**src/rtl/period_finder_scheduler.sv**
```systemverilog
`default_nettype none
// +----------------------------------------------------------------------------+
// | period_finder_scheduler: round-robin front end sharing one period_finder     |
// | engine. Define PF_SCHED_STATS_EN for stat_ok/stat_fail/stat_busy. Rev 1.0     |
// +----------------------------------------------------------------------------+
module period_finder_scheduler #(
  parameter int WIDTH          = 4,
  parameter int NUM_REQ        = 4,
  parameter int TIMEOUT_CYCLES = 64,
  localparam int ID_W          = (NUM_REQ > 1) ? $clog2(NUM_REQ) : 1
) (
  input  logic                     clk,
  input  logic                     reset_n,
  input  logic [NUM_REQ-1:0]       req_valid,
  output logic [NUM_REQ-1:0]       req_ready,
  input  logic [NUM_REQ*WIDTH-1:0] req_modulus,
  input  logic [NUM_REQ*WIDTH-1:0] req_base,
  output logic                     rsp_valid,
  input  logic                     rsp_ready,
  output logic [ID_W-1:0]          rsp_id,
  output logic [WIDTH-1:0]         rsp_period,
  output logic [WIDTH-1:0]         rsp_mu,
  output logic [1:0]               rsp_status,
  output logic                     pf_start,
  output logic [WIDTH-1:0]         pf_modulus,
  output logic [WIDTH-1:0]         pf_base,
  output logic                     pf_reset_n,
  input  logic                     pf_done,
  input  logic                     pf_stuck,
  input  logic [WIDTH-1:0]         pf_period,
  input  logic [WIDTH-1:0]         pf_mu_counter
`ifdef PF_SCHED_STATS_EN
  ,
  output logic [15:0]              stat_ok,
  output logic [15:0]              stat_fail,
  output logic [15:0]              stat_busy
`endif
);

  localparam logic [2:0] c_ST_IDLE    = 3'd0;
  localparam logic [2:0] c_ST_ISSUE   = 3'd1;
  localparam logic [2:0] c_ST_WAIT    = 3'd2;
  localparam logic [2:0] c_ST_RECOVER = 3'd3;
  localparam logic [2:0] c_ST_RESPOND = 3'd4;

  localparam logic [1:0] c_RSP_OK      = 2'b00;
  localparam logic [1:0] c_RSP_STUCK   = 2'b01;
  localparam logic [1:0] c_RSP_TIMEOUT = 2'b10;
  localparam logic [1:0] c_RSP_REJECT  = 2'b11;

  localparam logic [15:0]     c_TMO_LAST  = 16'(TIMEOUT_CYCLES - 1);
  localparam logic [ID_W:0]   c_NUM_REQ_X = (ID_W+1)'(NUM_REQ);
  localparam logic [ID_W-1:0] c_LAST_IDX  = ID_W'(NUM_REQ - 1);

  logic [2:0]       state_q, state_d;
  logic [ID_W-1:0]  ptr_q;
  logic [15:0]      timer_q;
  logic [WIDTH-1:0] mod_q, base_q;
  logic [ID_W-1:0]  rsp_id_q;
  logic [WIDTH-1:0] rsp_period_q, rsp_mu_q;
  logic [1:0]       rsp_status_q;

  logic             grant_vld_w;
  logic [ID_W-1:0]  grant_idx_w;
  logic [ID_W-1:0]  next_ptr_w;
  logic [WIDTH-1:0] sel_mod_w, sel_base_w;
  logic             reject_w;
  logic             timeout_w;

  // Scan requesters starting at the pointer, wrapping at NUM_REQ.
  always_comb begin
    logic [ID_W:0] sum;
    sum         = '0;
    grant_vld_w = 1'b0;
    grant_idx_w = '0;
    for (int k = 0; k < NUM_REQ; k++) begin
      sum = {1'b0, ptr_q} + (ID_W+1)'(k);
      if (sum >= c_NUM_REQ_X) begin
        sum = sum - c_NUM_REQ_X;
      end
      if (!grant_vld_w && req_valid[sum[ID_W-1:0]]) begin
        grant_vld_w = 1'b1;
        grant_idx_w = sum[ID_W-1:0];
      end
    end
  end

  assign next_ptr_w = (grant_idx_w == c_LAST_IDX) ? '0 : grant_idx_w + 1'b1;
  assign sel_mod_w  = req_modulus[grant_idx_w*WIDTH +: WIDTH];
  assign sel_base_w = req_base[grant_idx_w*WIDTH +: WIDTH];
  assign reject_w   = (sel_mod_w < WIDTH'(2)) || (sel_base_w == '0);
  assign timeout_w  = (timer_q == c_TMO_LAST);

  always_ff @(posedge clk or negedge reset_n) begin
    if (!reset_n) begin
      state_q <= c_ST_IDLE;
    end else begin
      state_q <= state_d;
    end
  end

  always_comb begin
    state_d = state_q;
    case (state_q)
      c_ST_IDLE: begin
        if (grant_vld_w) begin
          state_d = reject_w ? c_ST_RESPOND : c_ST_ISSUE;
        end
      end
      c_ST_ISSUE:   state_d = c_ST_WAIT;
      c_ST_WAIT: begin
        if (pf_done || pf_stuck) begin
          state_d = c_ST_RESPOND;
        end else if (timeout_w) begin
          state_d = c_ST_RECOVER;
        end
      end
      c_ST_RECOVER: state_d = c_ST_RESPOND;
      c_ST_RESPOND: begin
        if (rsp_ready) begin
          state_d = c_ST_IDLE;
        end
      end
      default:      state_d = c_ST_IDLE;
    endcase
  end

  // reset_n gates req_ready so no accept leaks out while the block is held in reset.
  always_comb begin
    req_ready  = '0;
    pf_start   = 1'b0;
    rsp_valid  = 1'b0;
    pf_reset_n = reset_n;
    case (state_q)
      c_ST_IDLE: begin
        if (grant_vld_w && reset_n) begin
          req_ready[grant_idx_w] = 1'b1;
        end
      end
      c_ST_ISSUE:   pf_start   = 1'b1;
      c_ST_RECOVER: pf_reset_n = 1'b0;
      c_ST_RESPOND: rsp_valid  = 1'b1;
      default: begin
        req_ready = '0;
      end
    endcase
  end

  always_ff @(posedge clk or negedge reset_n) begin
    if (!reset_n) begin
      ptr_q        <= '0;
      timer_q      <= '0;
      mod_q        <= '0;
      base_q       <= '0;
      rsp_id_q     <= '0;
      rsp_period_q <= '0;
      rsp_mu_q     <= '0;
      rsp_status_q <= c_RSP_OK;
    end else begin
      if (state_q == c_ST_IDLE && grant_vld_w) begin
        ptr_q    <= next_ptr_w;
        mod_q    <= sel_mod_w;
        base_q   <= sel_base_w;
        rsp_id_q <= grant_idx_w;
        if (reject_w) begin
          rsp_period_q <= '0;
          rsp_mu_q     <= '0;
          rsp_status_q <= c_RSP_REJECT;
        end
      end
      if (state_q == c_ST_ISSUE) begin
        timer_q <= '0;
      end
      // Priority inside WAIT: done, then stuck, then timer expiry.
      if (state_q == c_ST_WAIT) begin
        timer_q <= timer_q + 16'd1;
        if (pf_done) begin
          rsp_period_q <= pf_period;
          rsp_mu_q     <= pf_mu_counter;
          rsp_status_q <= c_RSP_OK;
        end else if (pf_stuck) begin
          rsp_period_q <= '0;
          rsp_mu_q     <= pf_mu_counter;
          rsp_status_q <= c_RSP_STUCK;
        end else if (timeout_w) begin
          rsp_period_q <= '0;
          rsp_mu_q     <= '0;
          rsp_status_q <= c_RSP_TIMEOUT;
        end
      end
    end
  end

  assign pf_modulus = mod_q;
  assign pf_base    = base_q;
  assign rsp_id     = rsp_id_q;
  assign rsp_period = rsp_period_q;
  assign rsp_mu     = rsp_mu_q;
  assign rsp_status = rsp_status_q;

`ifdef PF_SCHED_STATS_EN
  logic [15:0] stat_ok_q, stat_fail_q, stat_busy_q;
  logic        rsp_fire_w;

  assign rsp_fire_w = (state_q == c_ST_RESPOND) && rsp_ready;

  always_ff @(posedge clk or negedge reset_n) begin
    if (!reset_n) begin
      stat_ok_q   <= '0;
      stat_fail_q <= '0;
      stat_busy_q <= '0;
    end else begin
      if (rsp_fire_w && rsp_status_q == c_RSP_OK && stat_ok_q != 16'hFFFF) begin
        stat_ok_q <= stat_ok_q + 16'd1;
      end
      if (rsp_fire_w && rsp_status_q != c_RSP_OK && stat_fail_q != 16'hFFFF) begin
        stat_fail_q <= stat_fail_q + 16'd1;
      end
      if (state_q != c_ST_IDLE && stat_busy_q != 16'hFFFF) begin
        stat_busy_q <= stat_busy_q + 16'd1;
      end
    end
  end

  assign stat_ok   = stat_ok_q;
  assign stat_fail = stat_fail_q;
  assign stat_busy = stat_busy_q;
`endif

endmodule
`default_nettype wire

```
**config.mk**
```make
export PLATFORM = sky130hd
export DESIGN_NAME = period_finder_scheduler
export DESIGN_NICKNAME = d
export VERILOG_FILES = /design/src/rtl/period_finder_scheduler.sv
export SDC_FILE = /design/constraint.sdc
export NUM_CORES = 1
export LEC_CHECK = 0
export ABC_CLOCK_PERIOD_IN_PS = 2650
export CAP_MARGIN = 10
export CELL_PAD_IN_SITES_DETAIL_PLACEMENT = 1
export CELL_PAD_IN_SITES_GLOBAL_PLACEMENT = 2
export CORE_ASPECT_RATIO = 0.8
export CORE_MARGIN = 5
export CORE_UTILIZATION = 23
export DETAILED_ROUTE_END_ITERATION = 8
export GPL_TIMING_DRIVEN = 0
export PLACE_DENSITY = 0.8
export SLEW_MARGIN = 20
export SYNTH_ARGS = -nofsm -noshare
export SYNTH_HDL_FRONTEND = slang
export SYNTH_SLANG_ARGS = --single-unit
```
**constraint.sdc**
```tcl
create_clock -name clk -period 2.65 [get_ports clk]
set_input_delay 0.795 -clock clk [delete_from_list [all_inputs] [get_ports clk]]
set_output_delay 0.795 -clock clk [all_outputs]
set_load 0.05 [all_outputs]
```
==> metrics.md, run 1 <==
| Metric | Value |
|---|---|
| Clk root buf | clkbuf_16 |
| Pwr Density | 1130 nW/µm² |
| N_diodes | 0 |
| Reg2reg start | ptr_q[1] |
| Area of the multi-input gates | 1410 µm² |
| CORE AREA | 9650 µm² |
| Filler cell count | 1111 |
| Adder-cell share of the synthesized area | 2.75% |
| Critical path type | in2out |
| Ports | 76 |
| Final Hold Vio Count | 0 |
| Worst R2R End | state_q[2] |
| CP most frequent cell | buf_8 |
| Crit path from | req_valid[2] |
| Number of max-cap violations | 0 |
| Total gr overflow | 0 |
| Rows | 32 |
| Fin crit share | 113% |
| Bufs on Longest Clock Path | 2 |
| Synth Area in XOR/XNOR | 0% |
| Synth warnings | 0 |
| Routability cong. | 0.742 |
| Tightest Hold Check Type | in2async |
| Flop2flop setup slack | 0.04 ns |
| Initial Utilization | 23.6% |
| Die area | 12000 µm² |
| CTS buffer count | 5 |
| Post-synth top area share | 45.1% |
| Fmax | 335 MHz |
| Total number of H-tree levels | 2 |
| Post-DP HPWL | 5730 µm |
| Die Width | 121 µm |
| Clk_lat worst skew | 0.29 ns |
| Mapped Nets | 316 |
| Main area contributors after synthesis | dfrtp_1 45%, nand2_1 9.1%, o21ai_0 6.6% |
| CP endpoint kind | primary output |
| CP max stage delay | 0.35 ns |
| Final nets | 422 |
| Wire per inst | 16.2 µm |
| Failing checks | setup timing |
| Crit path cell chain | buf_8 > nor2b_4 > a21o_1 > a211oi_4 > buf_6 > ha_4 > and3_4 > buf_8 |
| Status | finished with violations |
| Simple-gate share of the synthesized area | 26.6% |
| Finish-stage setup viols | 16 |
| Initial antenna violation count | 0 |
| # DRC | 0 |
| Vias in the first global route | 2587 |
| Share of post-route cells with drive strength above 1 | 22.8% |
| Sequential cell area | 1030 µm² |
| Mapped Cells | 262 |
| Max FO, Critical Path | 4 |
| Worst EP arrival | 2.19 ns |
| Worst-path clk slew | 0.07 ns |
| Synth Area per Inst | 8.68 µm² |
| Largest delay share family, worst path | compound AO/OA/AOI/OAI gates |
| Slew HR | 52.2% |
| Vias | 2381 |
| Worst-Margin Slew | 0.713 ns |
| Post-synthesis mux area share | 1.76% |
| Worst EP required | 1.86 ns |
| Worst setup margin | -0.331 ns |
| # clock sinks | 41 |
| Pin count of the biggest net entering global routing | 26 |
| First-pass GRT wire length | 13400 µm |
| Hold buffers post-CTS | 0 |
| Power Total | 4.31 mW |
| Finished Layout Cells | 505 |
| CTS tree | built |
| Port bufs | 74 |
| Final ANT Viol Nets | 0 |
| Clock Skew | 0.00956 ns |
| Routed WL | 8190 µm |
| Drt first pass iters | 4 |
| Final min period | 2.98 ns |
| Detailed Route Iter0 Violations | 74 |
| Pleak | 1.65 nW |
| RSZ-0062 raised after global routing | yes |
| Reg2Reg Depth | 11 |
| IR drop worst, VDD | 0.454 mV |
| Via/cell ratio | 4.71 |
| Die Ht | 98.9 µm |
| Critical Path Slowest Stage Cell | a211oi_4 |
| WP buf/inv | 3 |
| CP Launch Type | input port |
| Yosys reg bits | 41 |
| Inst Count DP | 474 |
| Seq/Total Area, Yosys | 45.1% |
| Largest family of logic cells by synthesized area | simple AND/OR/NAND/NOR gates |
| Area growth from synthesis to layout | 68.2% |
| Max Slew Vio Count | 0 |
| Setup TNS | -2.04 ns |
| Area of the mapped netlist | 2270 µm² |
| Biggest area consumer among synthesized cells | dfrtp_1 |
| Total GRT Usage | 13.9% |
| Area fraction in compound gates after synthesis | 19.9% |
| Synth cell types | 40 |
## power by group
group          leakage (nW)  switching, mW  internal (mW)
clock                0.0704          0.279          0.354
sequential            0.535          0.157          0.827
combinational          1.05           1.63           1.06
total                  1.65           2.07           2.24
## registers in the layout, indices dropped and copies added (netlist names)
name and flops:
rsp_mu 4, pf_base 4, rsp_id 2, state_q 3, pf_modulus 4, rsp_period 4, ptr_q 2, timer_q 16
rsp_status 2
## cell usage after synthesis, drive strengths merged
| library cell | n |
|---|---|
| nand2 | 55 |
| dfrtp | 41 |
| o21ai | 30 |
| nand3 | 23 |
| and3 | 21 |
| a211oi | 12 |
| nor2 | 9 |
| clkbuf | 8 |
| inv | 6 |
| o31ai | 6 |
| ha | 5 |
| buf | 4 |
| mux2i | 4 |
| a21o | 3 |
| a21oi | 3 |
| a31o | 3 |
| nand2b | 3 |
| nand4 | 3 |
| nor2b | 3 |
| a21boi | 2 |
| nor3 | 2 |
| o22a | 2 |
| o41ai | 2 |
| a221o | 1 |
| a22oi | 1 |
| a311o | 1 |
| a32oi | 1 |
| and2 | 1 |
| and4 | 1 |
| nor3b | 1 |
| nor4 | 1 |
| o221ai | 1 |
| or2 | 1 |
| or3 | 1 |
| or4 | 1 |
## per-stage QoR
stage,instance area (µm²),setup WS (ns),hold slack [ns],util (%)
floorplan,2350,-0.188,0.458,-
global placement,3270,-2.26,0.463,33.8
detailed placement,3300,-1.66,0.484,34.2
CTS,3650,-0.333,0.348,37.8
global route,3820,-0.401,0.353,39.6
finish,3820,-0.331,0.349,39.6
## repair_timing
item,CTS,global route
hold endpoints to repair,0,0
cloned,1,0
setup endpoints to repair,24,17
pin swaps,9,14
buffers inserted,13,10
gates resized for setup,79,32
## how the worst max path moves through the flow
stage / endpoint / slack [ns] / depth (start not counted)
6_report: req_ready[1] / -0.33 / 8
5_1_grt: req_ready[3] / -0.40 / 8
4_1_cts: req_ready[1] / -0.33 / 8
3_5_place_dp: req_ready[0] / -1.66 / 10
3_3_place_gp: req_ready[1] / -2.26 / 3
2_1_floorplan: req_ready[1] / -0.19 / 8
## per-layer routing
layer	vias to the layer above	part of all wire, %	global-route usage (%)
li1	1157	-	-
met1	1167	47	18.7
met2	51	47	21.9
met3	6	5.3	4.42
met4	0	0.82	2.84
met5	-	0	0
## cells by family (layout without fill, tap and decap cells)
| logic type | Yosys count | in the layout |
|---|---|---|
| flops | 41 | 41 |
| compound gates | 68 | 68 |
| fa+ha+maj | 5 | 5 |
| buf+inv | 18 | 124 |
| mux | 4 | 4 |
| simple gates | 126 | 127 |
## placed cells by master, fill, tap and decap left out, types with 7 or more instances in the layout
cell type	synthesis	routed
clkdlybuf4s50_1	0	62
nand2_1	55	54
dfrtp_1	41	41
nand3_1	23	23
o21ai_0	30	21
buf_4	0	19
and3_1	21	17
nor2_1	8	8
clkbuf_1	8	7
buf_6	2	7
a211oi_2	0	7
## layout make-up
class	instances	area share (%)
buffer	11	1.73
inverter	6	0.785
timing repair buffer	99	25.5
clock buffer	5	3.27
clock inverter	3	0.654
multi-input combinational	204	36.8
tap	136	4.45
sequential	41	26.8
No activity file was read; power rests on OpenSTA's default activity.
==> run 2, diff against run 1 <==
--- a/config.mk
+++ b/config.mk
@@ -9,11 +9,11 @@
 export CAP_MARGIN = 10
 export CELL_PAD_IN_SITES_DETAIL_PLACEMENT = 1
 export CELL_PAD_IN_SITES_GLOBAL_PLACEMENT = 2
-export CORE_ASPECT_RATIO = 0.8
 export CORE_MARGIN = 5
 export CORE_UTILIZATION = 23
 export DETAILED_ROUTE_END_ITERATION = 8
 export GPL_TIMING_DRIVEN = 0
+export MAX_ROUTING_LAYER = met4
 export PLACE_DENSITY = 0.8
 export SLEW_MARGIN = 20
 export SYNTH_ARGS = -nofsm -noshare
==> run 2 against run 1 <==
Against the previous run:
- the run still ends with setup timing left
- routed wire length fell by 0.79%
- flip-flop and latch count did not move
- total power fell by 6.9%
- clock skew fell by 0.0020 ns
- via count rose by 0.29%
- sequential power fell by 1%
- fmax rose by 1.1%
- clock power fell by 35%
==> metrics.md, run 2 (synthesis gave the netlist of run 1 again) <==
| Metric | Value |
|---|---|
| Status | finished with violations |
| Failing checks | setup timing |
| Hold buffers post-CTS | 0 |
| # DRC | 0 |
| Sequential cell area | 1030 µm² |
| CP max stage delay | 0.36 ns |
| Total gr overflow | 0 |
| Routability cong. | 0.790 |
| Routed WL | 8120 µm |
| Number of max-cap violations | 0 |
| # clock sinks | 41 |
| Final Hold Vio Count | 0 |
| Drt first pass iters | 4 |
| Wire per inst | 16.3 µm |
| Post-Place Setup Slack | -1.71 ns |
| Pleak | 1.59 nW |
| Finish-stage setup viols | 10 |
| Die Ht | 109 µm |
| CORE AREA | 9730 µm² |
| Initial Utilization | 23.4% |
| IR drop worst, VDD | 0.372 mV |
| Ports | 76 |
| Critical Path Slowest Stage Cell | a311o_1 |
| CP Launch Type | input port |
| Die area | 12000 µm² |
| Crit path from | req_valid[2] |
| Detailed Route Iter0 Violations | 78 |
| Vias in the first global route | 2595 |
| Max FO, Critical Path | 4 |
| Clk root buf | clkbuf_8 |
| Pin count of the biggest net entering global routing | 29 |
| Worst-Margin Slew | 0.676 ns |
| Reg2reg start | ptr_q[1] |
| Area growth from synthesis to layout | 62.9% |
| Total number of H-tree levels | 2 |
| Slew HR | 54.6% |
| CTS tree | built |
| Largest delay share family, worst path | simple AND/OR/NAND/NOR gates |
| Finished Cell Area | 3700 µm² |
| Final nets | 418 |
| Most frequent cells in the layout | 62 x clkdlybuf4s50_1, 54 x nand2_1, 41 x dfrtp_1, 27 x o21ai_0, 23 x nand3_1 |
| Final ANT Viol Nets | 0 |
| Bufs on Longest Clock Path | 2 |
| RSZ-0062 raised after global routing | yes |
| Vias | 2388 |
| Fmax | 339 MHz |
| Worst setup margin | -0.300 ns |
| Filler cell count | 1153 |
| Initial antenna violation count | 0 |
| Die Width | 109 µm |
| Post-DP HPWL | 6070 µm |
| Fin crit share | 111% |
| CTS buffer count | 5 |
| Worst EP arrival | 2.16 ns |
| Commonest non-fill, non-tap cell in the layout | clkdlybuf4s50_1 |
| Top reg by flops | timer_q |
| Tightest Hold Check Type | in2async |
| CP most frequent cell | buf_12 |
| Max reg flops | 16 |
| Setup TNS | -1.49 ns |
| Area of the multi-input gates | 1370 µm² |
| CP endpoint kind | primary output |
| Pwr Density | 1080 nW/µm² |
| Clock Skew | 0.00759 ns |
| Critical path type | in2out |
| Post-Place Cell Area | 3290 µm² |
| Port bufs | 74 |
| Clk_lat worst skew | 0.29 ns |
| Via/cell ratio | 4.80 |
| WP buf/inv | 4 |
| Crit path cell chain | buf_8 > nor2b_4 > a311o_1 > and2_4 > inv_8 > buf_12 > ha_4 > and3_4 > buf_12 |
| Max Slew Vio Count | 0 |
| Final min period | 2.95 ns |
| Rows | 36 |
| Worst-path clk slew | 0.09 ns |
| Layout Utilization | 38.1% |
| Power Total | 4.01 mW |
| First-pass GRT wire length | 13000 µm |
| N_diodes | 0 |
| Share of post-route cells with drive strength above 1 | 21.1% |
| Worst EP required | 1.86 ns |
| Total GRT Usage | 14.3% |
run 2: changes by cell type in the layout (fill, tap and decap cells not counted), moves of 3 or more:
cell       change
o21ai_2        -4
and3_4         +4
and3_1         -4
o21ai_0        +6
clkbuf_8       +5
buf_4          -3
clkbuf_16      -5
run 2: power by group:
part | total, mW | internal (mW) | switching [mW] | leakage (nW)
registers | 0.974 | 0.825 | 0.149 | 0.535
clock network | 0.409 | 0.182 | 0.227 | 0.0439
logic | 2.63 | 1.04 | 1.59 | 1.01
run 2: final timing paths:
| kind | end | slack (ns) | cells past startpoint |
|---|---|---|---|
| worst max-delay path | req_ready[1] | -0.30 | 9 |
| worst min-delay path | timer_q[7] | 0.37 | 1 |
| worst max register to register | state_q[2] | -0.02 | 12 |
| worst min register to register | pf_base[2] | 0.49 | 2 |
| max in group asynchronous | rsp_period[3] | 1.86 | 2 |
| min in group clk | pf_base[2] | 0.49 | 2 |
run 2: worst reg2reg max path, cell delays in order, from the launching register on:
cell and delay [ns]:
dfrtp_1 0.54, nand2_4 0.06, a311o_1 0.36, and2_4 0.19, inv_8 0.06, buf_12 0.11, buf_8 0.13, nand2_1 0.06
a31o_1 0.26, a32oi_4 0.34, buf_12 0.15, nor2_4 0.04, a221o_1 0.25
run 2: per-stage QoR:
| stage | cells | hold WS (ns) |
|---|---|---|
| 6_report | 498 | 0.367 |
| 5_1_grt | 498 | 0.372 |
| 3_5_place_dp | 471 | 0.472 |
| 3_3_place_gp | 469 | 0.463 |
| 4_1_cts | 491 | 0.369 |
| 2_1_floorplan | 262 | 0.458 |
run 2: repair_timing:
item,CTS,global route
buffers inserted,11,8
pin swaps,6,20
gates cloned,1,1
endpoints found under the setup margin,23,16
gates resized for setup,75,28
run 2: area by class of cell:
class                   count  area share, %
repair buffers             95           25.6
plain buffers              11           1.96
well taps                 133           4.49
clock inverters             3          0.473
multi-input cells         204           37.1
clock buffers               5           1.86
inverters                   6          0.811
flip-flops and latches     41           27.7
run 2: layer usage:
metal | wire [µm] | vias up | GRT usage, %
li1 | - | 1144 | -
met1 | 3460 | 1171 | 17.4
met2 | 4020 | 64 | 23.5
met3 | 545 | 9 | 4.17
met4 | 95 | 0 | 2.94
met5 | 0 | - | -
